`src/rtl/ldl_round_mux_pkg.sv`:
```
// Shared types for the LDL_round arbiter family.
// State encoding plus a lane slicer for flattened payload buses.
package ldl_round_pkg;

  typedef enum logic {
    IDLE = 1'b0,
    XFER = 1'b1
  } state_e;

  localparam int SLICE_MAX = 1024;

  // Caller truncates the result to its lane width.
  function automatic logic [SLICE_MAX-1:0] slice(
    input logic [SLICE_MAX-1:0] bus,
    input int unsigned          idx,
    input int unsigned          dw
  );
    return bus >> (idx * dw);
  endfunction

endpackage

```
`src/rtl/ldl_round_mux_if.sv`:
```
// Stream, arbiter and output bundle for ldl_round_mux.
// master is the mux side, slave is the surrounding fabric.
interface ldl_round_mux_if #(
  parameter int BIN_WIDTH  = 3,
  parameter int DATA_WIDTH = 8
);

  localparam int REQ_WIDTH = 1 << BIN_WIDTH;

  logic [REQ_WIDTH-1:0]            in_valid;
  logic [REQ_WIDTH*DATA_WIDTH-1:0] in_data;
  logic [REQ_WIDTH-1:0]            in_last;
  logic [REQ_WIDTH-1:0]            in_ready;
  logic [REQ_WIDTH-1:0]            arb_req;
  logic                            arb_ack;
  logic [BIN_WIDTH-1:0]            arb_bin;
  logic [REQ_WIDTH-1:0]            arb_hot;
  logic                            out_valid;
  logic [DATA_WIDTH-1:0]           out_data;
  logic                            out_last;
  logic [BIN_WIDTH-1:0]            out_src;
  logic                            out_ready;
  logic                            err;

  modport master (
    input  in_valid, in_data, in_last,
    input  arb_ack, arb_bin, arb_hot,
    input  out_ready,
    output in_ready, arb_req,
    output out_valid, out_data, out_last,
    output out_src, err
  );

  modport slave (
    output in_valid, in_data, in_last,
    output arb_ack, arb_bin, arb_hot,
    output out_ready,
    input  in_ready, arb_req,
    input  out_valid, out_data, out_last,
    input  out_src, err
  );

endinterface

```
`src/rtl/ldl_round_mux_oreg.sv`:
```
// One-deep registered pipe stage with valid/ready.
// Accepts a new word whenever empty or being drained.
module ldl_round_oreg #(
  parameter int W = 8
) (
  input  logic         clk,
  input  logic         rst,
  input  logic         valid_i,
  input  logic [W-1:0] data_i,
  input  logic         ready_i,
  output logic         load_o,
  output logic         valid_o,
  output logic [W-1:0] data_o
);

  logic         valid_q, valid_d;
  logic [W-1:0] data_q, data_d;

  assign load_o  = ~valid_q | ready_i;
  assign valid_o = valid_q;
  assign data_o  = data_q;

  always_comb begin
    valid_d = valid_q;
    data_d  = data_q;
    if (valid_i && load_o) begin
      valid_d = 1'b1;
      data_d  = data_i;
    end else if (ready_i) begin
      valid_d = 1'b0;
    end
  end

  always_ff @(posedge clk) begin
    if (rst) begin
      valid_q <= 1'b0;
      data_q  <= '0;
    end else begin
      valid_q <= valid_d;
      data_q  <= data_d;
    end
  end

endmodule

```
`src/rtl/ldl_round_mux.sv`:
```
// Packet-aware N:1 stream mux behind the LDL_round arbiter.
// Grant is locked per packet; the last beat releases it.
module ldl_round_mux
  import ldl_round_pkg::*;
#(
  parameter  int BIN_WIDTH  = 3,
  parameter  int DATA_WIDTH = 8,
  localparam int REQ_WIDTH  = 1 << BIN_WIDTH
) (
  input logic           clk,
  input logic           rst,
  ldl_round_mux_if.master bus
);

  localparam int PW = DATA_WIDTH + 1 + BIN_WIDTH;

  state_e               state_q, state_d;
  logic [BIN_WIDTH-1:0] sel_q, sel_d;
  logic                 err_q, err_d;

  logic                  load;
  logic                  xfer;
  logic                  chan_valid;
  logic                  chan_last;
  logic [DATA_WIDTH-1:0] chan_data;
  logic [REQ_WIDTH-1:0]  hot_exp;
  logic                  bad_hot;
  logic                  bad_ack;
  logic [PW-1:0]         pay_in;
  logic [PW-1:0]         pay_out;
  logic                  ovalid;

  assign chan_valid = bus.in_valid[sel_q];
  assign chan_last  = bus.in_last[sel_q];
  assign chan_data  = DATA_WIDTH'(slice(
    SLICE_MAX'(bus.in_data), 32'(sel_q), 32'(DATA_WIDTH)));

  assign hot_exp = REQ_WIDTH'(1) << bus.arb_bin;
  assign bad_hot = bus.arb_ack & (bus.arb_hot != hot_exp);
  assign bad_ack = (state_q == IDLE) & bus.arb_ack
                 & ~bus.in_valid[bus.arb_bin];
  assign err_d   = err_q | bad_hot | bad_ack;

  // in_ready is held low in reset so no beat is lost to the flush.
  always_comb begin
    state_d      = state_q;
    sel_d        = sel_q;
    bus.arb_req  = '0;
    bus.in_ready = '0;
    xfer         = 1'b0;
    unique case (state_q)
      IDLE: begin
        bus.arb_req = bus.in_valid;
        if (bus.arb_ack && bus.in_valid[bus.arb_bin]) begin
          sel_d   = bus.arb_bin;
          state_d = XFER;
        end
      end
      XFER: begin
        bus.in_ready[sel_q] = load & ~rst;
        xfer = chan_valid & load & ~rst;
        if (xfer && chan_last) begin
          state_d = IDLE;
        end
      end
      default: state_d = IDLE;
    endcase
  end

  always_ff @(posedge clk) begin
    if (rst) begin
      state_q <= IDLE;
      sel_q   <= '0;
      err_q   <= 1'b0;
    end else begin
      state_q <= state_d;
      sel_q   <= sel_d;
      err_q   <= err_d;
    end
  end

  assign pay_in = {chan_data, chan_last, sel_q};

  ldl_round_oreg #(
    .W (PW)
  ) u_oreg (
    .clk     (clk),
    .rst     (rst),
    .valid_i (xfer),
    .data_i  (pay_in),
    .ready_i (bus.out_ready),
    .load_o  (load),
    .valid_o (ovalid),
    .data_o  (pay_out)
  );

  assign bus.out_valid = ovalid;
  assign bus.out_data  = pay_out[PW-1 -: DATA_WIDTH];
  assign bus.out_last  = pay_out[BIN_WIDTH];
  assign bus.out_src   = pay_out[BIN_WIDTH-1:0];
  assign bus.err       = err_q;

endmodule

```
`src/flat_wrapper.sv`:
```
// flat-port wrapper written by rule: the top's interface ports become plain ports
module ldl_round_mux_flat import ldl_round_pkg::*;
#(
  parameter  int BIN_WIDTH  = 3,
  parameter  int DATA_WIDTH = 8,
  localparam int REQ_WIDTH  = 1 << BIN_WIDTH
)
  (clk, rst, bus_in_valid, bus_in_data, bus_in_last, bus_arb_ack, bus_arb_bin, bus_arb_hot, bus_out_ready, bus_in_ready, bus_arb_req, bus_out_valid, bus_out_data, bus_out_last, bus_out_src, bus_err);
  ldl_round_mux_if #(.BIN_WIDTH(BIN_WIDTH), .DATA_WIDTH(DATA_WIDTH)) bus_i ();
  input logic clk;
  input logic rst;
  input wire logic [$bits(bus_i.in_valid)-1:0] bus_in_valid;
  input wire logic [$bits(bus_i.in_data)-1:0] bus_in_data;
  input wire logic [$bits(bus_i.in_last)-1:0] bus_in_last;
  input wire logic [$bits(bus_i.arb_ack)-1:0] bus_arb_ack;
  input wire logic [$bits(bus_i.arb_bin)-1:0] bus_arb_bin;
  input wire logic [$bits(bus_i.arb_hot)-1:0] bus_arb_hot;
  input wire logic [$bits(bus_i.out_ready)-1:0] bus_out_ready;
  output wire logic [$bits(bus_i.in_ready)-1:0] bus_in_ready;
  output wire logic [$bits(bus_i.arb_req)-1:0] bus_arb_req;
  output wire logic [$bits(bus_i.out_valid)-1:0] bus_out_valid;
  output wire logic [$bits(bus_i.out_data)-1:0] bus_out_data;
  output wire logic [$bits(bus_i.out_last)-1:0] bus_out_last;
  output wire logic [$bits(bus_i.out_src)-1:0] bus_out_src;
  output wire logic [$bits(bus_i.err)-1:0] bus_err;
  assign bus_i.in_valid = bus_in_valid;
  assign bus_i.in_data = bus_in_data;
  assign bus_i.in_last = bus_in_last;
  assign bus_i.arb_ack = bus_arb_ack;
  assign bus_i.arb_bin = bus_arb_bin;
  assign bus_i.arb_hot = bus_arb_hot;
  assign bus_i.out_ready = bus_out_ready;
  assign bus_in_ready = bus_i.in_ready;
  assign bus_arb_req = bus_i.arb_req;
  assign bus_out_valid = bus_i.out_valid;
  assign bus_out_data = bus_i.out_data;
  assign bus_out_last = bus_i.out_last;
  assign bus_out_src = bus_i.out_src;
  assign bus_err = bus_i.err;
  ldl_round_mux #(.BIN_WIDTH(BIN_WIDTH), .DATA_WIDTH(DATA_WIDTH)) u_core (.clk(clk), .rst(rst), .bus(bus_i));
endmodule
```
`config.mk`:
```
export PLATFORM = sky130hd
export DESIGN_NAME = ldl_round_mux_flat
export DESIGN_NICKNAME = d
export VERILOG_FILES = /design/src/rtl/ldl_round_mux_pkg.sv /design/src/rtl/ldl_round_mux_if.sv /design/src/rtl/ldl_round_mux_oreg.sv /design/src/rtl/ldl_round_mux.sv /design/src/flat_wrapper.sv
export SDC_FILE = /design/constraint.sdc
export NUM_CORES = 1
export LEC_CHECK = 0
export ABC_AREA = 1
export BUFFER_PORTS_ARGS = -buffer_cell sky130_fd_sc_hd__buf_2
export CAP_MARGIN = 10
export CORE_ASPECT_RATIO = 0.5
export CORE_MARGIN = 3
export CORE_UTILIZATION = 40
export DETAILED_ROUTE_END_ITERATION = 7
export PLACE_DENSITY = 0.83
export SYNTH_ARGS = -nofsm -noshare
export SYNTH_HDL_FRONTEND = slang
export SYNTH_HIERARCHICAL = 1
export SYNTH_SLANG_ARGS = --single-unit
```
`constraint.sdc`:
```
create_clock -name clk -period 2.3 [get_ports clk]
set_clock_uncertainty 0.05 [all_clocks]
set_input_delay 0.23 -clock clk [delete_from_list [all_inputs] [get_ports clk]]
set_output_delay 0.23 -clock clk [all_outputs]
set_load 0.05 [all_outputs]
```
; ---- Word-level counts from Yosys, hierarchy flattened
; Cells that the tools add are included.
; Widths: inputs -> output; s select.
[totals]
ff_bits = 18
wordCells = 47
[classes]
n_lt_le_gt_ge = 3
n_eq_ne = 1
shift = 2
muxes = 16
bitwise_logic = 14
n_reduce_logical = 6
[ops]
columns = op, n
row1 = $shr 64x6->8, 1
row2 = $mux 8, 2
row3 = $bmux 1 s3, 3
row4 = $mux 1, 9
row5 = $and 8x8->8, 1
row6 = $lt 3x4->1 const B, 2
row7 = $ne 8x8->1, 1
row8 = $shl 1x3->8 const A, 1
row9 = $and 1x1->1, 6
row10 = $logic_and 1x1->1, 4
row11 = $not 1->1, 4
row12 = $demux 1 s3, 1
row13 = $ge 3x1->1 const B, 1
row14 = $or 1x1->1, 3
row15 = $pmux 1 s2, 1
row16 = $reduce_and 2->1, 1
row17 = $reduce_bool 2->1, 1

; ---- Logic depth before layout (Yosys ltp)
; Gate-level depths: netlist of run 1.
[logic_depth]
ltp_word = 7
mapped_depth = 13
mapped_depth_nobuf = 11

; ---- Cells and area by module
; Netlist of run 1, hierarchy kept.
[modules_own_cells]
columns = mod, instances, cells_each, area_per_inst_um2, seq_area_each_um2
row1 = ldl_round_mux, 1, 273, 1263.7, 100.1
row2 = ldl_round_oreg, 1, 84, 651.9, 260.2

; ---- Least setup slack after synthesis of run 1
; OpenSTA, ideal clock, no wires.
[synth_path]
kind = reg-to-output
from = register u_core.u_oreg.valid_q (netlist: u_core/u_oreg/valid_o)
to = output port bus_in_ready[1]
arrival_time_ps = 1825
required_time_ps = 2020
setup_slack_ps = 195
stages_incl_launch_ff = 7
path_cell_list = dfxtp_1 > nand2_4 > buf_6 > inv_1 > nor2_1 > nand3_1 > nor2_1
[synth_via]
elab_chain_len = 5
[synth_lines]
columns = item, line
row1 = "start, declared", ldl_round_mux_oreg.sv:16  ; logic valid_q, valid_d;
row2 = "start signal, assigned", ldl_round_mux_oreg.sv:39  ; valid_q <= valid_d;
row3 = $not 1->1, ldl_round_mux_oreg.sv:19  ; assign load_o = ~valid_q | ready_i;
row4 = $or 1x1->1, ldl_round_mux_oreg.sv:19
row5 = named net u_core.load, ldl_round_mux.sv:21  ; logic load;
row6 = $and 1x1->1, ldl_round_mux.sv:60  ; bus.in_ready[sel_q] = load & ~rst;
row7 = $and 8x8->8 (no line), n/a
row8 = $mux 8, ldl_round_mux.sv:51  ; unique case (state_q)
row9 = "end, declared", flat_wrapper.sv:19  ; output wire logic [$bits(bus_i.in_ready)-1:0] bus_in_ready;
; The timed path passes the listed nets, and every way through them passes these cells.

; ---- Worst setup path in the final report of run 1
[layout_path]
from = register u_core.u_oreg.valid_q (netlist: u_core/u_oreg/valid_o)
to = output port bus_in_ready[7]
; The elaborated chain is that of the path after synthesis.

==> impl_metrics.toml, run 1 <==
[outcome]
outcome = "completed"

[final_layout]
stdcell_count = 537
final_nets = 567
drive_gt1_frac = 0.3100
syn2layout_area_growth_pct = 33.70
nFillCells = 496
insertedDiodeCount = 0

[synth]
synth-seq-cells = 18
synth_compound_area_frac = 0.1639
async_reset_ff_frac = 0
syn_nets = 452
synth_xor_area_frac = 0
synth_edf_count = 0
synth.most_common_cell = "nor2_1"
muxShareOfSynthArea = 0
synth_top_flop_cell = "dfxtp_1"
ys_seq_area_frac = 0.1881
ys_types = 22
yosys.area.top_type = "dfxtp_1"
synthAdderAreaFrac = 0
yosys-top-cells-area = "dfxtp_1, nor2_1, nand2_1, inv_1, o21ai_0"
yosysTopAreaCellShare = 0.1881
synthSimpleGateAreaFrac = 0.4775
ys_warn_count = 6
synth_top_family_by_area = "simple AND/OR/NAND/NOR gates"
avgSynthCellArea_um2 = 5.366
synthCells = 357
synthTopCellsByCount = "nor2_1, nand2_1, inv_1"
syn-cell-area_mm2 = 0.001916

[routing]
wl_um = 5997
antenna_left = 0
vias_per_cell = 4.765
vias = 2559
dr.pass1.iters = 4
drt_iter0_markers = 133
drc = 0
wl_per_cell_um = 11.17

[cts]
cts_tree = "built"
cts_setup_buffers = 0
ctsLongestPathBuffers = 2
path_clk_slew_ns = 0.07
cts_max_level = 1
clk_latency_ns = 0.26
numCtsBuffers = 3
hold_buffers = 0
cts_resized = 0
clock-sinks = 18
cts_root_buf = "clkbuf_8"

[setup_path]
end_kind = "output pin"
timing.setup.critical_path_class = "flip-flop to output pin"
arrival_ns = 1.75
critPathRequiredTime_ns = 2.02
critPathMostFrequentCell = "nor2_1"
cp_cell_sequence = "nand2_4, inv_1, nor2_1, nand3_1, nor2_1, buf_2"
slowest_delay_ns = 0.33
cp-start-kind = "flip-flop"
cp_max_fo = 26
slowest_stage = "dfxtp_1"

[floorplan]
coreArea_mm2 = 0.004509
dieWidth_um = 103.9
row_count = 17
die_h_um = 54.94
initial_utilization = 0.4248
dieArea_mm2 = 0.005706
io_pins = 125

[timing]
hold_violations = 0
fin_tns_setup_ns = 0
finalCritPeriodShare = 0.8821
worst_pin_slew_ns = 0.4038
fmax_mhz = 492.9
period_needed_ns = 2.029
rsz0062_at_grt = "no"
finalMaxSlewViolations = 0
slew_headroom = 0.7298
setup_violations = 0

[power]
peakVddDrop_v = 0.0002308
power_density_mw_per_mm2 = 434.2
static-leakage-power_nw = 1.500

[job]
cap_viol_max_count = 0

[grt]
grt_max_degree = 40
first_global_vias = 2175
gr-usage-all-layers = 0.2000
gr-total-overflow = 0
grt_first_pass_wirelength_um = 9432
antenna_found_initial = 0

[placement]
post-place-cells = 533
portBuffers = 124
dpl.hpwl_um = 4717
place.gp.congestion = 0.9847

[min_path]
worstHoldPathType = "input pin to flip-flop"
[report_power, final]
group | switching, mW | internal (mW) | total [mW]
logic | 0.331 | 0.178 | 0.509
clock network | 0.109 | 0.152 | 0.262
registers | 0.0110 | 0.330 | 0.341
total | 0.452 | 0.661 | 1.11
[layout by cell type, fill, tap and decap left out]
| cell | n |
|---|---|
| buf_2 | 124 |
| nor2_1 | 92 |
| nand2_1 | 83 |
| inv_1 | 42 |
| o21ai_0 | 31 |
| nand3_1 | 28 |
| a21oi_1 | 18 |
| dfxtp_1 | 18 |
| nand3_2 | 8 |
| o2111ai_1 | 7 |
| buf_4 | 5 |
| clkbuf_8 | 4 |
| inv_2 | 4 |
| nand4_1 | 2 |
| clkinv_1 | 1 |
| o21a_1 | 1 |
| and3_1 | 1 |
| nand3b_1 | 1 |
| nand2_4 | 1 |
[kinds of logic after synthesis]
group           Yosys count
compound gates           57
flops                    18
buf+inv                  66
simple gates            216
[metal layers]
metal / up-vias / GRT usage / wire length (um)
li1: 1356 / - / -
met1: 1116 / 0.2302 / 2646
met2: 77 / 0.3968 / 2889
met3: 10 / 0.04056 / 379
met4: 0 / 0.05298 / 82
met5: - / 0 / 0
[critical path, delay by kind of cell, from the launching register on]
family / cells / cell delay [ns]
DFF: 1 / 0.33
buffers and inverters: 2 / 0.36
and+or+nand+nor: 4 / 0.80
[per-stage QoR]
stage	hold slack (ns)	total power, mW	util	worst slack [ns]	cell area, um2
floorplan	0.2491	0.7101	-	0.1951	1916
global placement	0.4069	0.8533	0.5558	0.4635	2506
detailed placement	0.4163	0.8561	0.5558	0.4399	2506
CTS	0.1727	1.117	0.5680	0.2815	2561
global route	0.1957	1.189	0.5680	0.1206	2561
finish	0.1746	1.112	0.5680	0.2712	2561
[flip-flops by register name, indices dropped and copies added (netlist names)]
signal / cells
u_core/u_oreg/data_o: 12
u_core/bus.err: 1
u_core/sel_q: 3
u_core/state_q: 1
u_core/u_oreg/valid_o: 1
[final timing paths]
path,to,startpoint,slack [ns],depth (start not counted)
setup / recovery,bus_in_ready[7],u_core/u_oreg/valid_o,0.27,6
hold / removal,u_core/u_oreg/valid_o,rst,0.17,2
setup reg to reg,u_core/u_oreg/data_o[10],u_core/sel_q[1],0.43,11
hold reg to reg,u_core/u_oreg/data_o[11],u_core/u_oreg/data_o[11],0.43,2
[area by class of cell]
type | instances | area (um2) | share of cell area
Sequential cell | 18 | 360.3 | 0.1407
Timing Repair Buffer | 129 | 658.1 | 0.2570
Inverter | 47 | 176.4 | 0.06888
Clock buffer | 4 | 55.05 | 0.02149
Multi-Input combinational cell | 273 | 1229 | 0.4797
Tap cell | 66 | 82.58 | 0.03224
(Power assumes the default switching activity.)
==> run 2, diff against run 1 <==
==> constraint.sdc (replaced) <==
create_clock -name clk -period 2.3 [get_ports clk]
set_clock_uncertainty 0.05 [all_clocks]
set_input_delay 0.46 -clock clk [delete_from_list [all_inputs] [get_ports clk]]
set_output_delay 0.46 -clock clk [all_outputs]
set_load 0.05 [all_outputs]
==> run 2 against run 1 <==
Power down 0.48%. Cell count up 0.74%. Sequential power about the same. Critical endpoint is now bus_in_ready[3]. Worst setup slack worse by 0.095 ns. Critical path type unchanged. Largest cell class unchanged.
==> impl_metrics.toml, run 2 (synthesis gave the netlist of run 1 again) <==
[cts]
cts_tree = "built"
clock-sinks = 18
ctsLongestPathBuffers = 2
cts_resized = 0
hold_buffers = 0
cts_setup_buffers = 0
clk_latency_ns = 0.25
path_clk_slew_ns = 0.07
cts_max_level = 1
numCtsBuffers = 3
cts_root_buf = "clkbuf_8"

[routing]
dr.pass1.iters = 4
drc = 0
wl_um = 5942
vias_per_cell = 4.652
wl_per_cell_um = 10.98
antenna_left = 0
drt_iter0_markers = 116
vias = 2517

[grt]
gr-total-overflow = 0
use_met1 = 0.2415
gr-usage-all-layers = 0.2014
top_usage_layer = "met2"
grt_first_pass_wirelength_um = 9591
first_global_vias = 2233
antenna_found_initial = 0
grt_max_degree = 40
grt_util_met2 = 0.4043
use_met3 = 0.03708

[timing]
worst_pin_slew_ns = 0.4049
hold_violations = 0
rsz0062_at_grt = "no"
setup_violations = 0
finalCritPeriodShare = 0.9234
fmax_mhz = 470.8
slew_headroom = 0.7291
finalMaxSlewViolations = 0
period_needed_ns = 2.124

[placement]
portBuffers = 124
dpl.hpwl_um = 4811
placed_cell_area_mm2 = 0.002536
place.gp.congestion = 0.9313
post-place-cells = 537

[power]
static-leakage-power_nw = 1.519
peakVddDrop_v = 0.0002739
finalPower_mw = 1.107
power_density_mw_per_mm2 = 427.1

[final_layout]
final_util = 0.5746
layout.cells.most_common = "buf_2"
final_cell_mix = "buf_2, nor2_1, nand2_1"
syn2layout_area_growth_pct = 35.27
insertedDiodeCount = 0
final_nets = 571
drive_gt1_frac = 0.3158
largest_reg_flops = 12
fin_area_mm2 = 0.002591
nFillCells = 486
stdcell_count = 541

[setup_path]
reg2reg_depth = 11
arrival_ns = 1.61
cp_max_fo = 9
endpoint = "bus_in_ready[3]"
timing.setup.critical_path_class = "flip-flop to output pin"
crit_start = "u_core/sel_q[1]"
rr_endpoint = "u_core/u_oreg/data_o[9]"
r2r_setup_slack_ns = 0.42
critPathRequiredTime_ns = 1.79
cp-start-kind = "flip-flop"
end_kind = "output pin"
reg2reg_from = "u_core/sel_q[1]"

[floorplan]
initial_utilization = 0.4248
row_count = 17
coreArea_mm2 = 0.004509
dieWidth_um = 103.9
io_pins = 125
dieArea_mm2 = 0.005706
die_h_um = 54.94

[min_path]
worstHoldPathType = "input pin to flip-flop"

[outcome]
outcome = "completed"

[job]
cap_viol_max_count = 0
-- run 2: through the flow --
stage / setup TNS, ns / hold WS (ns) / worst slack, ns
floorplan: -0.2742 / 0.4364 / -0.03494
global placement: 0 / 0.4072 / 0.3238
detailed placement: 0 / 0.4233 / 0.2977
CTS: 0 / 0.4042 / 0.1575
global route: 0 / 0.4244 / 0.009418
finish: 0 / 0.4090 / 0.1762
-- run 2: cell type report --
class / instances / area (um2) / area share
clock buffers: 4 / 55.05 / 0.02125
flip-flops and latches: 18 / 360.3 / 0.1391
multi-input cells: 273 / 1229 / 0.4742
inverters: 47 / 176.4 / 0.06808
well taps: 66 / 82.58 / 0.03187
repair buffers: 133 / 688.2 / 0.2656
-- run 2: routing by layer --
metal / wire, um / vias to the layer above / part of all wire
li1: - / 1357 / -
met1: 2680 / 1083 / 0.45
met2: 2896 / 73 / 0.49
met3: 332 / 4 / 0.056
met4: 33 / 0 / 0.0056
met5: 0 / - / 0
-- run 2: critical path, cell delays in order, from the launching register on --
cell and delay [ns]:
dfxtp_1 0.38, inv_1 0.07, nor2_1 0.33, inv_2 0.18
nor2_1 0.14, buf_2 0.27
-- run 2: worst min path at each step --
stage                                        from                 endpoint  slack, ns  depth (start not counted)
after detailed placement  u_core/u_oreg/data_o[4]  u_core/u_oreg/data_o[4]       0.42                          2
final                                         rst          u_core/sel_q[2]       0.41                          2
after global routing                          rst          u_core/sel_q[2]       0.42                          2
after global placement    u_core/u_oreg/data_o[9]  u_core/u_oreg/data_o[9]       0.41                          2
after CTS                                     rst    u_core/u_oreg/valid_o       0.40                          2
after floorplan                   u_core/sel_q[2]          u_core/sel_q[2]       0.44                          2
-- run 2: report_power, final --
| part | total [mW] | switching (mW) | internal, mW | leakage (nW) |
|---|---|---|---|---|
| registers | 0.342 | 0.0121 | 0.330 | 0.147 |
| logic | 0.516 | 0.332 | 0.184 | 1.34 |
| clock network | 0.249 | 0.0968 | 0.152 | 0.0288 |
| total | 1.11 | 0.441 | 0.666 | 1.52 |
